[config.mk]
export PLATFORM = sky130hd
export DESIGN_NAME = spi_cmd_scheduler
export DESIGN_NICKNAME = d
export VERILOG_FILES = /design/src/rtl/spi_cmd_scheduler.sv
export SDC_FILE = /design/constraint.sdc
export NUM_CORES = 1
export LEC_CHECK = 0
export CORE_ASPECT_RATIO = 0.75
export CORE_MARGIN = 3
export CORE_UTILIZATION = 50
export CTS_CLUSTER_SIZE = 14
export DETAILED_ROUTE_END_ITERATION = 10
export DONT_BUFFER_PORTS = 1
export GPL_ROUTABILITY_DRIVEN = 0
export HOLD_SLACK_MARGIN = 0.06
export PLACE_DENSITY = 0.68
export SLEW_MARGIN = 20
export SYNTH_ARGS = -nofsm -noshare
export SYNTH_HDL_FRONTEND = slang
export SYNTH_SLANG_ARGS = --single-unit
[constraint.sdc]
create_clock -name spi_clk_i -period 2.05 [get_ports spi_clk_i]
set_input_delay 0.41 -clock spi_clk_i [delete_from_list [all_inputs] [get_ports spi_clk_i]]
set_output_delay 0.41 -clock spi_clk_i [all_outputs]
set_load 0.05 [all_outputs]
[src/rtl/spi_cmd_scheduler.sv]
// Two-requester round-robin command scheduler in front of an SPI master.
// Grants one command at a time, waits for the master handshake, returns the
// received word (or an abort marker on timeout) and enforces an idle gap.
module spi_cmd_scheduler #(
   parameter int unsigned TIMEOUT_CYCLES = 4096,
   parameter int unsigned GAP_CYCLES     = 4
) (
   input  logic        spi_clk_i,
   input  logic        spi_rst_i,
   input  logic        req0_valid_i,
   input  logic [47:0] req0_data_i,
   input  logic [1:0]  req0_div_i,
   input  logic        req0_fbo_i,
   output logic        req0_ack_o,
   input  logic        req1_valid_i,
   input  logic [47:0] req1_data_i,
   input  logic [1:0]  req1_div_i,
   input  logic        req1_fbo_i,
   output logic        req1_ack_o,
   output logic        rsp0_valid_o,
   output logic        rsp1_valid_o,
   output logic [47:0] rsp_data_o,
   output logic        rsp_err_o,
   output logic        m_start_o,
   output logic [47:0] m_data_o,
   output logic [1:0]  m_div_o,
   output logic        m_fbo_o,
   input  logic        m_done_i,
   input  logic [47:0] m_rx_i,
   output logic        busy_o
);

   localparam logic [15:0] TMO_LAST  = 16'(TIMEOUT_CYCLES - 1);
   localparam logic [15:0] GAP_LAST  = 16'(GAP_CYCLES - 1);
   localparam logic [47:0] RSP_ABORT = {48{1'b1}};

   typedef enum logic [2:0] {
      S_IDLE,
      S_ISSUE,
      S_WAIT_DONE,
      S_RESP,
      S_GAP
   } state_t;

   state_t      r_state;
   logic        r_arm;      // blocks a grant on the first edge after reset release
   logic        r_last;     // id of the requester granted most recently
   logic        r_gnt_id;   // id of the requester owning the transaction in flight
   logic [15:0] r_tmo_cnt;
   logic [15:0] r_gap_cnt;

   logic w_gnt_any;
   logic w_gnt1;
   logic w_tmo_hit;

   // A tie goes to whichever requester was not granted last.
   assign w_gnt_any = r_arm & (req0_valid_i | req1_valid_i);
   assign w_gnt1    = req1_valid_i & (~req0_valid_i | ~r_last);
   assign w_tmo_hit = (r_tmo_cnt == TMO_LAST);
   assign busy_o    = (r_state != S_IDLE);

   // Scheduler FSM with all outputs registered; async reset aborts any transaction.
   always_ff @(posedge spi_clk_i or negedge spi_rst_i) begin
      if (!spi_rst_i) begin
         r_state      <= S_IDLE;
         r_arm        <= 1'b0;
         r_last       <= 1'b1;
         r_gnt_id     <= 1'b0;
         r_tmo_cnt    <= 16'd0;
         r_gap_cnt    <= 16'd0;
         req0_ack_o   <= 1'b0;
         req1_ack_o   <= 1'b0;
         rsp0_valid_o <= 1'b0;
         rsp1_valid_o <= 1'b0;
         rsp_data_o   <= RSP_ABORT;
         rsp_err_o    <= 1'b0;
         m_start_o    <= 1'b0;
         m_data_o     <= 48'd0;
         m_div_o      <= 2'd0;
         m_fbo_o      <= 1'b0;
      end else begin
         r_arm        <= 1'b1;
         req0_ack_o   <= 1'b0;
         req1_ack_o   <= 1'b0;
         rsp0_valid_o <= 1'b0;
         rsp1_valid_o <= 1'b0;
         case (r_state)
            S_IDLE: begin
               if (w_gnt_any) begin
                  r_state   <= S_ISSUE;
                  r_gnt_id  <= w_gnt1;
                  r_last    <= w_gnt1;
                  r_tmo_cnt <= 16'd0;
                  m_start_o <= 1'b1;
                  if (w_gnt1) begin
                     m_data_o   <= req1_data_i;
                     m_div_o    <= req1_div_i;
                     m_fbo_o    <= req1_fbo_i;
                     req1_ack_o <= 1'b1;
                  end else begin
                     m_data_o   <= req0_data_i;
                     m_div_o    <= req0_div_i;
                     m_fbo_o    <= req0_fbo_i;
                     req0_ack_o <= 1'b1;
                  end
               end
            end
            S_ISSUE, S_WAIT_DONE: begin
               r_tmo_cnt <= r_tmo_cnt + 16'd1;
               if (w_tmo_hit) begin
                  r_state      <= S_RESP;
                  m_start_o    <= 1'b0;
                  rsp_data_o   <= RSP_ABORT;
                  rsp_err_o    <= 1'b1;
                  rsp0_valid_o <= ~r_gnt_id;
                  rsp1_valid_o <= r_gnt_id;
               end else if ((r_state == S_ISSUE) && !m_done_i) begin
                  r_state   <= S_WAIT_DONE;
                  m_start_o <= 1'b0;
               end else if ((r_state == S_WAIT_DONE) && m_done_i) begin
                  r_state      <= S_RESP;
                  rsp_data_o   <= m_rx_i;
                  rsp_err_o    <= 1'b0;
                  rsp0_valid_o <= ~r_gnt_id;
                  rsp1_valid_o <= r_gnt_id;
               end
            end
            S_RESP: begin
               r_state   <= S_GAP;
               r_gap_cnt <= 16'd0;
            end
            S_GAP: begin
               if (r_gap_cnt == GAP_LAST) begin
                  r_state <= S_IDLE;
               end else begin
                  r_gap_cnt <= r_gap_cnt + 16'd1;
               end
            end
            default: begin
               r_state   <= S_IDLE;
               m_start_o <= 1'b0;
            end
         endcase
      end
   end

endmodule

-- Word level (Yosys, flattened, before mapping)
Cells that the tools add are included.
- memory bits (read-only): 0
- bits in registers: 143
- output and inout bits: 106
- latch bits: 0
- memories kept: 0
- RAM bits: 0
- logic and storage cells: 91
- input port bits: 155
- reduce and logical (&&, ||, !) cells: 16
- shifts and indexed selects: 0
- multipliers: 0
- multiplexer cells: 37
- equal/unequal tests: 12
- add/sub/neg operators: 2
- div/mod/pow operators: 0
- bitwise gates (word level): 8
- magnitude comparators: 0
- operator list (cell ; count):
    $mux 48 ; 4
    $pmux 16 s2 ; 2
    $add 16x1->16 const B ; 2
    $mux 16 ; 2
    $mux 1 ; 21
    $eq 16x12->1 const B ; 1
    $eq 16x2->1 const B ; 1
    $mux 3 ; 5
    $pmux 3 s4 ; 1
    $reduce_and 3->1 ; 3
    $ne 2x2->1 const B ; 4
    $eq 3x2->1 const B ; 2
    $reduce_and 2->1 ; 3
    $reduce_bool 2->1 ; 3
    $ne 4x4->1 const B ; 1
    $not 1->1 ; 4
    $reduce_or 2->1 ; 2
    $eq 3x1->1 const B ; 1
    $eq 3x3->1 const B ; 1
    $logic_not 3->1 ; 1
    $ne 3x3->1 const B ; 1
    $pmux 1 s3 ; 1
    $reduce_bool 3->1 ; 1
    $and 1x1->1 ; 2
    4 further kinds ; 6

-- Logic depth before layout (Yosys ltp)
- word-level depth: 6
- depth in mapped cells: 8
- depth with buffers taken out: 5

-- Least setup slack after synthesis
No wires, ideal clock.
- path type: reg2reg
- start: register r_state[2]
- end: register m_data_o[0]
- path slack: -0.167 ns
- arrival time: 2.084 ns
- path buffers: 3
- data required time: 1.917 ns
- cell stages (with the launch flop): 8
- library setup time: 0.133 ns
- clock period less this slack: 2.217 ns
- path through: dfrtp_1 -> or3_1 -> or2_2 -> clkbuf_1 -> clkbuf_1 -> clkbuf_1 -> nand2_1 -> o21ai_0
- word-level cells in the longest chain between the ends: 2
- RTL lines (element ; line ; text):
    from (decl) ; 45 ; state_t r_state;
    from (signal assigned) ; 65 ; r_state <= S_IDLE;
    from (signal assigned) ; 90 ; r_state <= S_ISSUE;
    from (signal assigned) ; 111 ; r_state <= S_RESP;
    $logic_not 3->1 ; 87 ; case (r_state)
    $reduce_and 2->1 (no line) ; -- ;
    to (signal assigned) ; 96 ; m_data_o <= req1_data_i;
    to (signal assigned) ; 101 ; m_data_o <= req0_data_i;
    to (decl) ; 25 ; output logic [47:0] m_data_o,
No other way between the ends.
A chain may end at the register's enable or synchronous reset.

-- Worst setup path after layout
- start: register r_tmo_cnt[12]
- end: register rsp_data_o[41]
- word-level cells in the longest chain between the ends: 3
- elaborated cells between the ends (all ways): 5
- those cells by class: eq/ne: 2; mux: 1; reduce/logical: 2
- RTL lines (element ; line ; text):
    from (decl) ; 49 ; logic [15:0] r_tmo_cnt;
    from (signal assigned) ; 109 ; r_tmo_cnt <= r_tmo_cnt + 16'd1;
    $eq 16x12->1 * ; 59 ; assign w_tmo_hit = (r_tmo_cnt == TMO_LAST);
    $ne 2x2->1 (no line) or $reduce_bool 2->1 (tied branches) ; -- ;
    $reduce_and 3->1 (no line) ; -- ;
    to (signal assigned) ; 122 ; rsp_data_o <= m_rx_i;
    to (decl) ; 22 ; output logic [47:0] rsp_data_o,
Every way passes the cells marked *; elsewhere a longest branch is shown, timed or not.

==> results.py <==
metrics = {
    "place": {
        "io_buffers": 0,
        "post-place-ws_ns": -0.06440,
        "dp_hpwl_um": 10460,
    },
    "cts": {
        "cts_tree": "built",
        "cts_max_level": 4,
        "clk_path_buf_depth": 2,
        "numCtsBuffers": 17,
        "path_clk_slew_ns": 0.06,
        "clock-sinks": 143,
        "cts_root_buffer": "clkbuf_16",
        "clk_latency_ns": 0.41,
    },
    "finish": {
        "nets": 722,
        "multiInputGateArea_um2": 2462,
        "drive_above_1_share": 0.1938,
        "area_growth_pct": 14.33,
        "fill_cells": 981,
        "layout_common_cells": "dfrtp_1 (94), nand2_1 (69), o21ai_0 (65)",
        "mostFrequentLayoutCell": "dfrtp_1",
        "register_area_um2": 3640,
        "antenna_cells": 0,
    },
    "sta": {
        "setup_slack_ns": -0.04841,
        "finalSetupViolCount": 50,
        "grt_setup_unrepaired": "true",
        "timing.hold.ws_ns": -0.3100,
        "tightestPinTransition_ns": 0.5341,
        "final_max_slew_viol_count": 0,
        "fin_crit_ns": 2.098,
        "finalHoldViolCount": 143,
        "fin_skew_ns": 0.009680,
        "max_freq_ghz": 0.4766,
        "relSlewSlack": 0.6401,
        "period_share": 1.024,
    },
    "detailed_routing": {
        "drc": 0,
        "viasPerCell": 5.855,
        "wl_um": 14960,
        "wl_per_cell_um": 20.21,
        "dr_total_vias": 4333,
        "ant_nets": 0,
        "firstDrtPassIters": 4,
        "drtIter0Drc": 221,
    },
    "floorplanning": {
        "dieArea_um2": 13990,
        "die_w_um": 135.6,
        "fp.coreArea_um2": 11950,
        "fp.dieH_um": 103.2,
        "start_util": 0.5267,
        "std_cell_rows": 34,
        "io_pins": 261,
    },
    "worst_setup_path": {
        "critPathMaxStageDelay_ns": 0.54,
        "critPathRequiredTime_ns": 2.40,
        "crit_family": "simple AND/OR/NAND/NOR gates",
        "start_kind": "flip-flop",
        "path_class": "reg -> reg",
        "path_max_fanout": 25,
        "endpoint_kind": "flip-flop",
        "critPathBufInv": 1,
        "crit_top_cell": "or4_4",
        "arrival_ns": 2.45,
        "cp_cell_sequence": "or4_4, or4_4, o21ai_4, clkbuf_16, o22a_1",
        "cp_slowest_cell": "or4_4",
    },
    "run_status": {
        "status": "finished with violations",
        "violations": "hold timing, setup timing",
    },
    "yosys": {
        "yosys-top-cells-area": "dfrtp_1 (37%), dfstp_2 (20%), mux2i_1 (8.4%)",
        "synth-seq-cells": 143,
        "ys_seq_area_frac": 0.5781,
        "synth.distinct_cells": 48,
        "netlist_instances": 558,
        "synth_nets": 715,
        "avgSynthCellArea_um2": 11.28,
        "synthArstFlopShare": 1.000,
        "synth_top_area_share": 0.3736,
        "synth_area_um2": 6296,
        "synth_ff_type": "dfrtp_1",
        "synth_top_cell_by_area": "dfrtp_1",
        "synth_edf_count": 0,
        "ys_warn_count": 0,
    },
    "hold_path": {
        "min_path_type": "in -> async",
    },
    "grt": {
        "grt-ovfl-total": 0,
        "grt_pass1_wl_um": 22460,
        "grt_pass1_vias": 4424,
        "grt_max_degree": 144,
        "grt_antenna_before_repair": 0,
        "grtUsageTotal": 0.2085,
    },
    "pwr": {
        "peakVddDrop_mv": 1.066,
        "p_leak_nw": 3.129,
        "power_density_nw_per_um2": 1926,
    },
    "job": {
        "cap_viol_max_count": 0,
    },
}
## cells in the mapped netlist (all sizes together) (2+ instances only)
cell type / instances
dfrtp: 94
nand2: 69
o21ai: 66
mux2i: 53
dfstp: 49
o22a: 48
clkbuf: 23
nor2: 22
buf: 13
xnor2: 12
a21oi: 11
nand3: 10
nand4: 10
or3: 9
nor4: 8
inv: 6
or4: 6
nor3: 5
a31oi: 4
a211o: 3
a21o: 3
a41o: 3
nand2b: 3
and2: 2
and3: 2
ha: 2
nand3b: 2
nand4bb: 2
nor3b: 2
o31ai: 2
or2: 2
xor2: 2
## per-stage QoR
step                      cells  power, mW    util  cell area, µm²  TNS, ns
after floorplan             558      9.952       -            6307        0
after global placement      707      10.62  0.5484            6555  -0.7294
after detailed placement    707      10.79  0.5484            6555   -2.367
after CTS                   740      13.98  0.6024            7201   -1.854
after global routing        740      14.51  0.6022            7198   -3.722
final                       740      13.87  0.6022            7198   -1.445
## path summary, 6_finish.rpt
check	startpoint	end	slack, ns	cells past startpoint
worst min register to register	r_last	r_last	0.54	1
max in group asynchronous	spi_rst_i	rsp_data_o[31]	2.03	0
worst min-delay path	spi_rst_i	m_data_o[3]	-0.31	0
worst max register to register	r_tmo_cnt[12]	rsp_data_o[41]	-0.05	5
worst max-delay path	r_tmo_cnt[12]	rsp_data_o[41]	-0.05	5
min in group spi_clk_i	m_done_i	r_state[1]	0.11	1
## where the power goes
part | leakage (nW) | switching (mW) | internal, mW
Clock | 0.300 | 1.19 | 1.95
Combinational | 1.09 | 1.23 | 1.17
Sequential | 1.74 | 4.12 | 4.20
Total | 3.13 | 6.54 | 7.32
## registers in the layout (all words and copies together) (netlist names)
register / cells
rsp_err_o: 1
req0_ack_o: 1
m_start_o: 1
rsp0_valid_o: 1
m_data_o: 48
m_fbo_o: 1
m_div_o: 2
rsp1_valid_o: 1
r_gnt_id: 1
rsp_data_o: 48
req1_ack_o: 1
r_last: 1
r_gap_cnt: 16
r_state: 3
r_tmo_cnt: 16
r_arm: 1
## cell type report
type                            instances  share of cell area
Timing Repair Buffer                   24             0.03616
Clock inverter                         10             0.01721
Multi-Input combinational cell        373              0.3421
Clock buffer                           22             0.06762
Tap cell                              162             0.02816
Sequential cell                       143              0.5056
Inverter                                6            0.003129
## layer usage
| layer | track usage | up-vias | share of wire |
|---|---|---|---|
| met5 | 0 | - | 0 |
| li1 | - | 2035 | - |
| met4 | 0.07359 | 0 | 0.012 |
| met2 | 0.3494 | 206 | 0.50 |
| met1 | 0.2530 | 2076 | 0.40 |
| met3 | 0.07592 | 16 | 0.086 |
## cell families (layout without fill, tap and decap cells)
logic type	Yosys count	after routing	synth area share
xor gates and xnor gates	14	14	0.01948
adders and majority gates	2	2	0.003974
muxes	53	53	0.08426
buffers and inverters	42	62	0.03458
AOI/OAI and AO/OA	145	145	0.1548
other	1	1	0.0005956
and+or+nand+nor	158	158	0.1242
DFF	143	143	0.5781
## what timing repair did
item / in CTS / in global routing
gates cloned: 1 / 0
resized for setup: 3 / 1
pin swaps: 3 / 2
endpoints found under the hold margin: 143 / 143
endpoints found under the setup margin: 50 / 50
setup buffers: 0 / 0
(Power assumes the default switching activity.)
